===== src/rtl/halt_pkg.sv =====
// rtl/halt_pkg.sv - shared state, cause encodings and default HALT opcode for the halt interface
package halt_pkg;

  typedef enum logic [2:0] {
    ST_IDLE   = 3'd0,
    ST_RUN    = 3'd1,
    ST_DRAIN  = 3'd2,
    ST_REQ    = 3'd3,
    ST_HALTED = 3'd4
  } state_t;

  typedef enum logic [1:0] {
    CAUSE_NONE    = 2'b00,
    CAUSE_OPCODE  = 2'b01,
    CAUSE_DEBUG   = 2'b10,
    CAUSE_TIMEOUT = 2'b11
  } cause_t;

  // Shared with the decoder so both sides agree on the HALT encoding.
  localparam logic [3:0] HALT_OPCODE_DEFAULT = 4'hF;

endpackage


===== src/rtl/sat_counter.sv =====
// rtl/sat_counter.sv - up-counter with synchronous clear that holds at all-ones
module sat_counter #(
  parameter int W = 32
) (
  input  logic         clk,
  input  logic         rst_n,
  input  logic         clr,
  input  logic         en,
  output logic [W-1:0] count
);

  always_ff @(posedge clk or negedge rst_n) begin
    if (!rst_n) begin
      count <= '0;
    end else if (clr) begin
      count <= '0;
    end else if (en && (count != {W{1'b1}})) begin
      count <= count + W'(1);
    end
  end

endmodule


===== src/rtl/halt_controller.sv =====
// rtl/halt_controller.sv - halt initiator: stall fetch, drain, request halt; HALT_TIMEOUT_EN adds a REQ timeout
module halt_controller
  import halt_pkg::*;
#(
  parameter int                    OPCODE_W     = 4,
  parameter logic [OPCODE_W-1:0]   HALT_OPCODE  = OPCODE_W'(HALT_OPCODE_DEFAULT),
  parameter int                    DRAIN_CYCLES = 3,
  parameter int                    CNT_W        = 32,
  parameter int                    TIMEOUT      = 64
) (
  input  logic                clk,
  input  logic                rst_n,
  input  logic                start,
  input  logic                instr_valid,
  input  logic [OPCODE_W-1:0] instr_opcode,
  input  logic                dbg_halt_req,
  input  logic                program_halted,
  output logic                fetch_en,
  output logic                halt_signal,
  output logic                running,
  output logic [1:0]          halt_cause,
  output logic [CNT_W-1:0]    run_cycles
);

  if (DRAIN_CYCLES < 1 || DRAIN_CYCLES > 15 || TIMEOUT < 1) begin : g_param_check
    $error("halt_controller: DRAIN_CYCLES must be 1..15 and TIMEOUT >= 1");
  end

  localparam logic [3:0] DRAIN_INIT = 4'(DRAIN_CYCLES - 1);

  state_t     state;
  cause_t     cause_q;
  logic [3:0] drain_cnt;
  logic       halt_op;

  assign halt_op    = instr_valid && (instr_opcode == HALT_OPCODE);
  assign halt_cause = cause_q;

  // Cleared only on a cold start from IDLE; a resume from HALTED keeps counting.
  sat_counter #(.W(CNT_W)) u_run_cnt (
    .clk   (clk),
    .rst_n (rst_n),
    .clr   ((state == ST_IDLE) && start),
    .en    (state == ST_RUN),
    .count (run_cycles)
  );

`ifdef HALT_TIMEOUT_EN
  localparam int TMO_W = $clog2(TIMEOUT + 1);

  logic [TMO_W-1:0] tmo_count;
  logic             tmo_hit;

  // Held at zero outside REQ, so it restarts on every REQ entry.
  sat_counter #(.W(TMO_W)) u_tmo_cnt (
    .clk   (clk),
    .rst_n (rst_n),
    .clr   (state != ST_REQ),
    .en    (state == ST_REQ),
    .count (tmo_count)
  );

  assign tmo_hit = (tmo_count == TMO_W'(TIMEOUT - 1));
`endif

  always_ff @(posedge clk or negedge rst_n) begin
    if (!rst_n) begin
      state       <= ST_IDLE;
      fetch_en    <= 1'b0;
      halt_signal <= 1'b0;
      running     <= 1'b0;
      cause_q     <= CAUSE_NONE;
      drain_cnt   <= '0;
    end else begin
      case (state)
        ST_IDLE, ST_HALTED: begin
          if (start) begin
            state    <= ST_RUN;
            fetch_en <= 1'b1;
            running  <= 1'b1;
            cause_q  <= CAUSE_NONE;
          end
        end

        ST_RUN: begin
          // The HALT opcode takes precedence over a simultaneous debug request.
          if (halt_op || dbg_halt_req) begin
            state     <= ST_DRAIN;
            fetch_en  <= 1'b0;
            running   <= 1'b0;
            drain_cnt <= DRAIN_INIT;
            cause_q   <= halt_op ? CAUSE_OPCODE : CAUSE_DEBUG;
          end
        end

        ST_DRAIN: begin
          if (drain_cnt == 4'd0) begin
            state       <= ST_REQ;
            halt_signal <= 1'b1;
          end else begin
            drain_cnt <= drain_cnt - 4'd1;
          end
        end

        ST_REQ: begin
          if (program_halted) begin
            state       <= ST_HALTED;
            halt_signal <= 1'b0;
          end
`ifdef HALT_TIMEOUT_EN
          else if (tmo_hit) begin
            state       <= ST_HALTED;
            halt_signal <= 1'b0;
            cause_q     <= CAUSE_TIMEOUT;
          end
`endif
        end

        default: begin
          state       <= ST_IDLE;
          fetch_en    <= 1'b0;
          halt_signal <= 1'b0;
          running     <= 1'b0;
          cause_q     <= CAUSE_NONE;
          drain_cnt   <= '0;
        end
      endcase
    end
  end

endmodule


===== config.mk =====
export PLATFORM = sky130hd
export DESIGN_NAME = halt_controller
export DESIGN_NICKNAME = d
export VERILOG_FILES = /design/src/rtl/halt_pkg.sv /design/src/rtl/sat_counter.sv /design/src/rtl/halt_controller.sv
export SDC_FILE = /design/constraint.sdc
export NUM_CORES = 1
export LEC_CHECK = 0
export BUFFER_PORTS_ARGS = -buffer_cell sky130_fd_sc_hd__clkbuf_2
export CORE_UTILIZATION = 55
export DETAILED_ROUTE_END_ITERATION = 6
export PLACE_DENSITY = 0.79
export SLEW_MARGIN = 40
export SYNTH_ARGS = -nofsm -noshare
export SYNTH_HDL_FRONTEND = slang
export SYNTH_HIERARCHICAL = 1
export SYNTH_SLANG_ARGS = --single-unit

===== constraint.sdc =====
create_clock -name clk -period 2.95 [get_ports clk]
set_input_delay 0.295 -clock clk [delete_from_list [all_inputs] [get_ports clk]]
set_output_delay 0.295 -clock clk [all_outputs]
set_load 0.005 [all_outputs]

* Word level (Yosys, flattened, before mapping)
Cells that the tools add are included.
** Cells by class
- Bitwise operators :: 3
- Eq/ne operators :: 11
- Multiplexer cells :: 20
- $add $sub $neg :: 2
- Reduce and logical (&&, ||, !) cells :: 15
** Operators with widths (number)
- 32-bit two-way mux :: 2
- 32-bit by 1-bit adder with 32-bit output, second input constant :: 1
- 32-bit inequality test, second input constant :: 1
- 3-bit two-way mux :: 4
- 3-bit case mux with 4 select lines :: 1
- 4-bit case mux with 3 select lines :: 1
- 2-bit inequality test, second input constant :: 5
- 3-bit AND reduction :: 3
- 4-bit two-way mux :: 2
- 3-bit by 2-bit equality test with 1-bit output, second input constant :: 2
- 2-bit two-way mux :: 3
- 1-bit case mux with 3 select lines :: 2
- 2-bit case mux with 3 select lines :: 1
- 3-bit OR reduction :: 2
- 4-bit equality test, second input constant :: 1
- 4-bit logical NOT :: 1
- 1-bit two-way mux :: 4
- 4-bit AND reduction :: 1
- 2-bit OR reduction :: 2
- 4-bit by 1-bit subtractor with 4-bit output, second input constant :: 1
- 3-bit by 1-bit equality test with 1-bit output, second input constant :: 1
- 3-bit equality test, second input constant :: 1
- 1-bit logical AND :: 3
- 3-bit logical NOT :: 1
- other kinds (3) :: 5
** Storage, ports and cells
- Register bits after elaboration :: 43
- Word-level logic and storage cells :: 57

* Depth between registers and ports, before layout
- Word-level depth :: 5
- Depth in mapped cells :: 11
- Depth with buffers taken out :: 8

* Hierarchy
The synthesis kept the hierarchy.
** By module, submodules not included
- sat_counter :: seq. area each 800.8 µm², cells an instance 198, instances 1, area each 1854.3 µm²
- halt_controller :: seq. area each 275.3 µm², cells an instance 72, instances 1, area each 685.7 µm²

* Worst setup path before layout
OpenSTA, ideal clock, no wires.
- Path type :: register to register
- Start point :: register state[1]
- End point :: register u_run_cnt.count[31]
- Setup slack :: 0.544 ns
- Stages on the path, launching flop included :: 11
- Path buffers :: 2
- Arrival time :: 2.281 ns
- Path through :: dfrtp_1 buf_2 nand2b_1 or2_2 inv_1 and3_1 nand4_1 a21o_1 buf_2 nor4_1 mux2_2
** On the way
- Longest elaborated chain between the ends :: 3
- Elaborated cells on any way between the ends :: 6
** Ends and longest elaborated chain
- from (decl) :: RTL line halt_controller.sv:31 : state_t state;
- from (signal assigned) :: RTL line halt_controller.sv:68 : state <= ST_IDLE;
- from (signal assigned) :: RTL line halt_controller.sv:78 : state <= ST_RUN;
- from (signal assigned) :: RTL line halt_controller.sv:88 : state <= ST_DRAIN;
- 3-bit by 1-bit equality test with 1-bit output or 3-bit logical NOT (tied branches) :: RTL line halt_controller.sv:44, halt_controller.sv:43
- 1-bit logical AND (on tied branches) :: RTL line sat_counter.sv:17, halt_controller.sv:43
- 2-bit nonzero test (no source line) or 32-bit two-way mux (tied branches)
- to (signal assigned) :: RTL line sat_counter.sv:18 : count <= count + W'(1);
- to (decl) :: RTL line sat_counter.sv:9 : output logic [W-1:0] count
Several ways; a longest one is shown, not always the timed one.
A chain may end at the register's enable or synchronous reset.

* Worst setup path after layout
- Start point :: register state[0]
- End point :: register u_run_cnt.count[31]
Same word-level chain as after synthesis.

==> flow_metrics.env <==
export IMPL_layout_common_cells="clkbuf_2 (45), dfrtp_1 (43), nor2_1 (29)"
export IMPL_grt_pass1_vias=1987
export IMPL_postRouteAntennaNets=0
export IMPL_max_slew_margin_pct=57.20
export IMPL_yosys_top_cells_area="dfrtp_1 (42%), nor2_1 (4.3%), xnor2_1 (3.8%), nand3_1 (3.2%), a21oi_1 (2.8%)"
export IMPL_core_mm2=0.004384
export IMPL_ir_worst_vdd_mv=0.4396
export IMPL_dpl_worst_slack_ps=340.3
export IMPL_drc=0
export IMPL_skew_ps=12.50
export IMPL_fin_crit_sh_pct=90.65
export IMPL_powerDensity_mw_per_mm2=636.8
export IMPL_synth_fp_nets=283
export IMPL_vias=2156
export IMPL_p_leak_nw=1.339
export IMPL_ys_warnings_count=6
export IMPL_cts_hold_buf=0
export IMPL_viasPerCell=5.891
export IMPL_whs_ps=29.55
export IMPL_cts_root_buf="clkbuf_8"
export IMPL_path_clk_slew_ps=80
export IMPL_tns_ps=0
export IMPL_num_io_pins=47
export IMPL_gp_congestion=0.8467
export IMPL_cts_sinks=43
export IMPL_yosysSeqAreaShare_pct=42.36
export IMPL_wire_per_inst_um=15.01
export IMPL_critPathLaunchType="flip-flop"
export IMPL_n_antenna_cell=0
export IMPL_async_flop_share_pct=100.0
export IMPL_grt_usage_pct=23.43
export IMPL_fin_nets=327
export IMPL_synth_compound_area_share_pct=14.09
export IMPL_worst_path_dominant_cell_family="simple AND/OR/NAND/NOR gates"
export IMPL_cts_buffers_inserted=5
export IMPL_grt_antenna_before_repair=0
export IMPL_path_cells="nand2b_1 > or2_2 > inv_1 > and3_1 > nand4_1 > a21o_1 > nor4_1 > mux2_2"
export IMPL_tightest_slew_ps=636.7
export IMPL_area_growth_syn_to_layout_pct=14.19
export IMPL_synth_flop_cell="dfrtp_1"
export IMPL_worstPathArrival_ps=2860
export IMPL_cts_resized_gates=0
export IMPL_post_synth_top_area_fraction_pct=42.36
export IMPL_slew_viol_final=0
export IMPL_yosysUniqueCellTypes=54
export IMPL_cts_buffer_depth=2
export IMPL_cp_num_buf_inv=1
export IMPL_crit_required_ps=3140
export IMPL_power_w=0.001847
export IMPL_criticalPathCategory="flip-flop to flip-flop"
export IMPL_syn_inst=270
export IMPL_chipWidth_um=69.96
export IMPL_rrSetupSlack_ps=280
export IMPL_cp_max_fo=19
export IMPL_synthMuxAreaShare_pct=4.631
export IMPL_setup_ws_ps=275.8
export IMPL_cap_violations=0
export IMPL_period_needed_ps=2674
export IMPL_place_hpwl_um=3977
export IMPL_final_common_cell="clkbuf_2"
export IMPL_rsz0062_at_grt="false"
export IMPL_status="finished clean"
export IMPL_initialDrtViolationCount=223
export IMPL_synth_xor_area_share_pct=4.828
export IMPL_netlist_area_mm2=0.002540
export IMPL_synth_fa_ha_area_share_pct=1.478
export IMPL_start_util_pct=57.93
export IMPL_port_buffers=46
export IMPL_cts_setup_buffers=0
export IMPL_fp_dieArea_mm2=0.004894
export IMPL_cts_tree="done"
export IMPL_final_hold_violation_count=0
export IMPL_max_freq_ghz=0.3739
export IMPL_yosysTopAreaCell="dfrtp_1"
export IMPL_gr_total_overflow=0
export IMPL_drive_above_1_share_pct=25.16
export IMPL_synth_edf_count=0
export IMPL_grt_max_degree=44
export IMPL_ctsHtreeMaxLevel=2
export IMPL_grt_pass1_wl_um=9170
export IMPL_wl_um=5492
export IMPL_avgSynthCellArea_um2=9.407
export IMPL_setup_violations_final=0
export IMPL_first_pass_iters=4
export IMPL_insertion_delay_ps=290
export IMPL_end_kind="flip-flop"
export IMPL_hold_path_class="input pin to asynchronous set/reset pin"
export IMPL_slowest_stage="dfrtp_1"
export IMPL_max_stage_delay_ps=510
export IMPL_synth_top_family_by_area="simple AND/OR/NAND/NOR gates"
export IMPL_rows=24
export IMPL_ys_ff_latch=43
export IMPL_synthSimpleGateAreaFrac_pct=28.13
export IMPL_dieHeight_um=69.96
power by group:
| group | total [W] | switching, W | internal [W] |
|---|---|---|---|
| Sequential | 0.000759 | 0.0000908 | 0.000668 |
| Clock | 0.000439 | 0.000191 | 0.000248 |
| Combinational | 0.000649 | 0.000368 | 0.000281 |
state kept, by name, indices dropped and copies added (netlist names):
| register | cells |
|---|---|
| u_run_cnt/count | 32 |
| drain_cnt | 4 |
| halt_cause | 2 |
| halt_signal | 1 |
| running | 1 |
| state | 3 |
cell usage after synthesis (2+ instances only):
master	count
nand4b_1	2
nand3_1	16
mux2i_1	2
a21oi_1	14
mux2_2	6
o21ai_0	9
mux2_4	2
or3_1	5
xnor2_1	11
a211oi_1	5
nand2b_1	3
nor4_2	2
o31ai_1	3
buf_2	4
nor4_1	5
nand2_1	16
a31o_2	2
a31oi_4	2
or4_1	3
and2_1	4
buf_4	2
and3_1	7
inv_1	13
nor2_1	29
nand4_1	6
ha_1	3
dfrtp_1	43
nor3_1	7
clkbuf_1	5
nor2b_1	8
xor2_1	3
a21o_1	4
nand3b_1	3
kinds of logic (layout without fill, tap and decap cells):
group | after synthesis | count (layout)
buf+inv | 25 | 69
xor+xnor | 14 | 14
fa+ha+maj | 3 | 3
mux | 10 | 10
compound gates | 49 | 49
flops | 43 | 43
simple gates | 126 | 126
routing by layer:
layer,routed length [um],GRT usage [%]
met3,254,4.762
met2,2583,36.97
met1,2580,32.23
met4,74,8.000
met5,0,0
area by class of cell:
cell class	instances	area, um2
fill	368	1484
clock buffer	6	72.57
multi-input combinational	202	1353
clock inverter	1	30.03
inverter	13	48.80
timing repair buffer	49	255.2
sequential	43	1076
tap	52	65.06
through the flow:
step,cell area (um2),std cells,util (%)
CTS,2900,366,66.15
global route,2900,366,66.15
floorplan,2540,270,-
global placement,2795,359,63.76
detailed placement,2798,359,63.81
finish,2900,366,66.15
path summary, 6_finish.rpt:
check / from / to / cells past startpoint
setup / recovery: state[0]$_DFFE_PN0P_ / u_run_cnt/count[31]$_DFFE_PN0P_ / 8
min in group clk: program_halted / state[2]$_DFFE_PN0P_ / 3
hold / removal: rst_n / halt_signal$_DFFE_PN0P_ / 1
setup reg to reg: state[0]$_DFFE_PN0P_ / u_run_cnt/count[31]$_DFFE_PN0P_ / 8
max in group asynchronous: rst_n / u_run_cnt/count[4]$_DFFE_PN0P_ / 1
hold reg to reg: halt_cause[1]$_DFFE_PN0P_ / halt_cause[1]$_DFFE_PN0P_ / 1
Power figures use the tool's default switching activity.
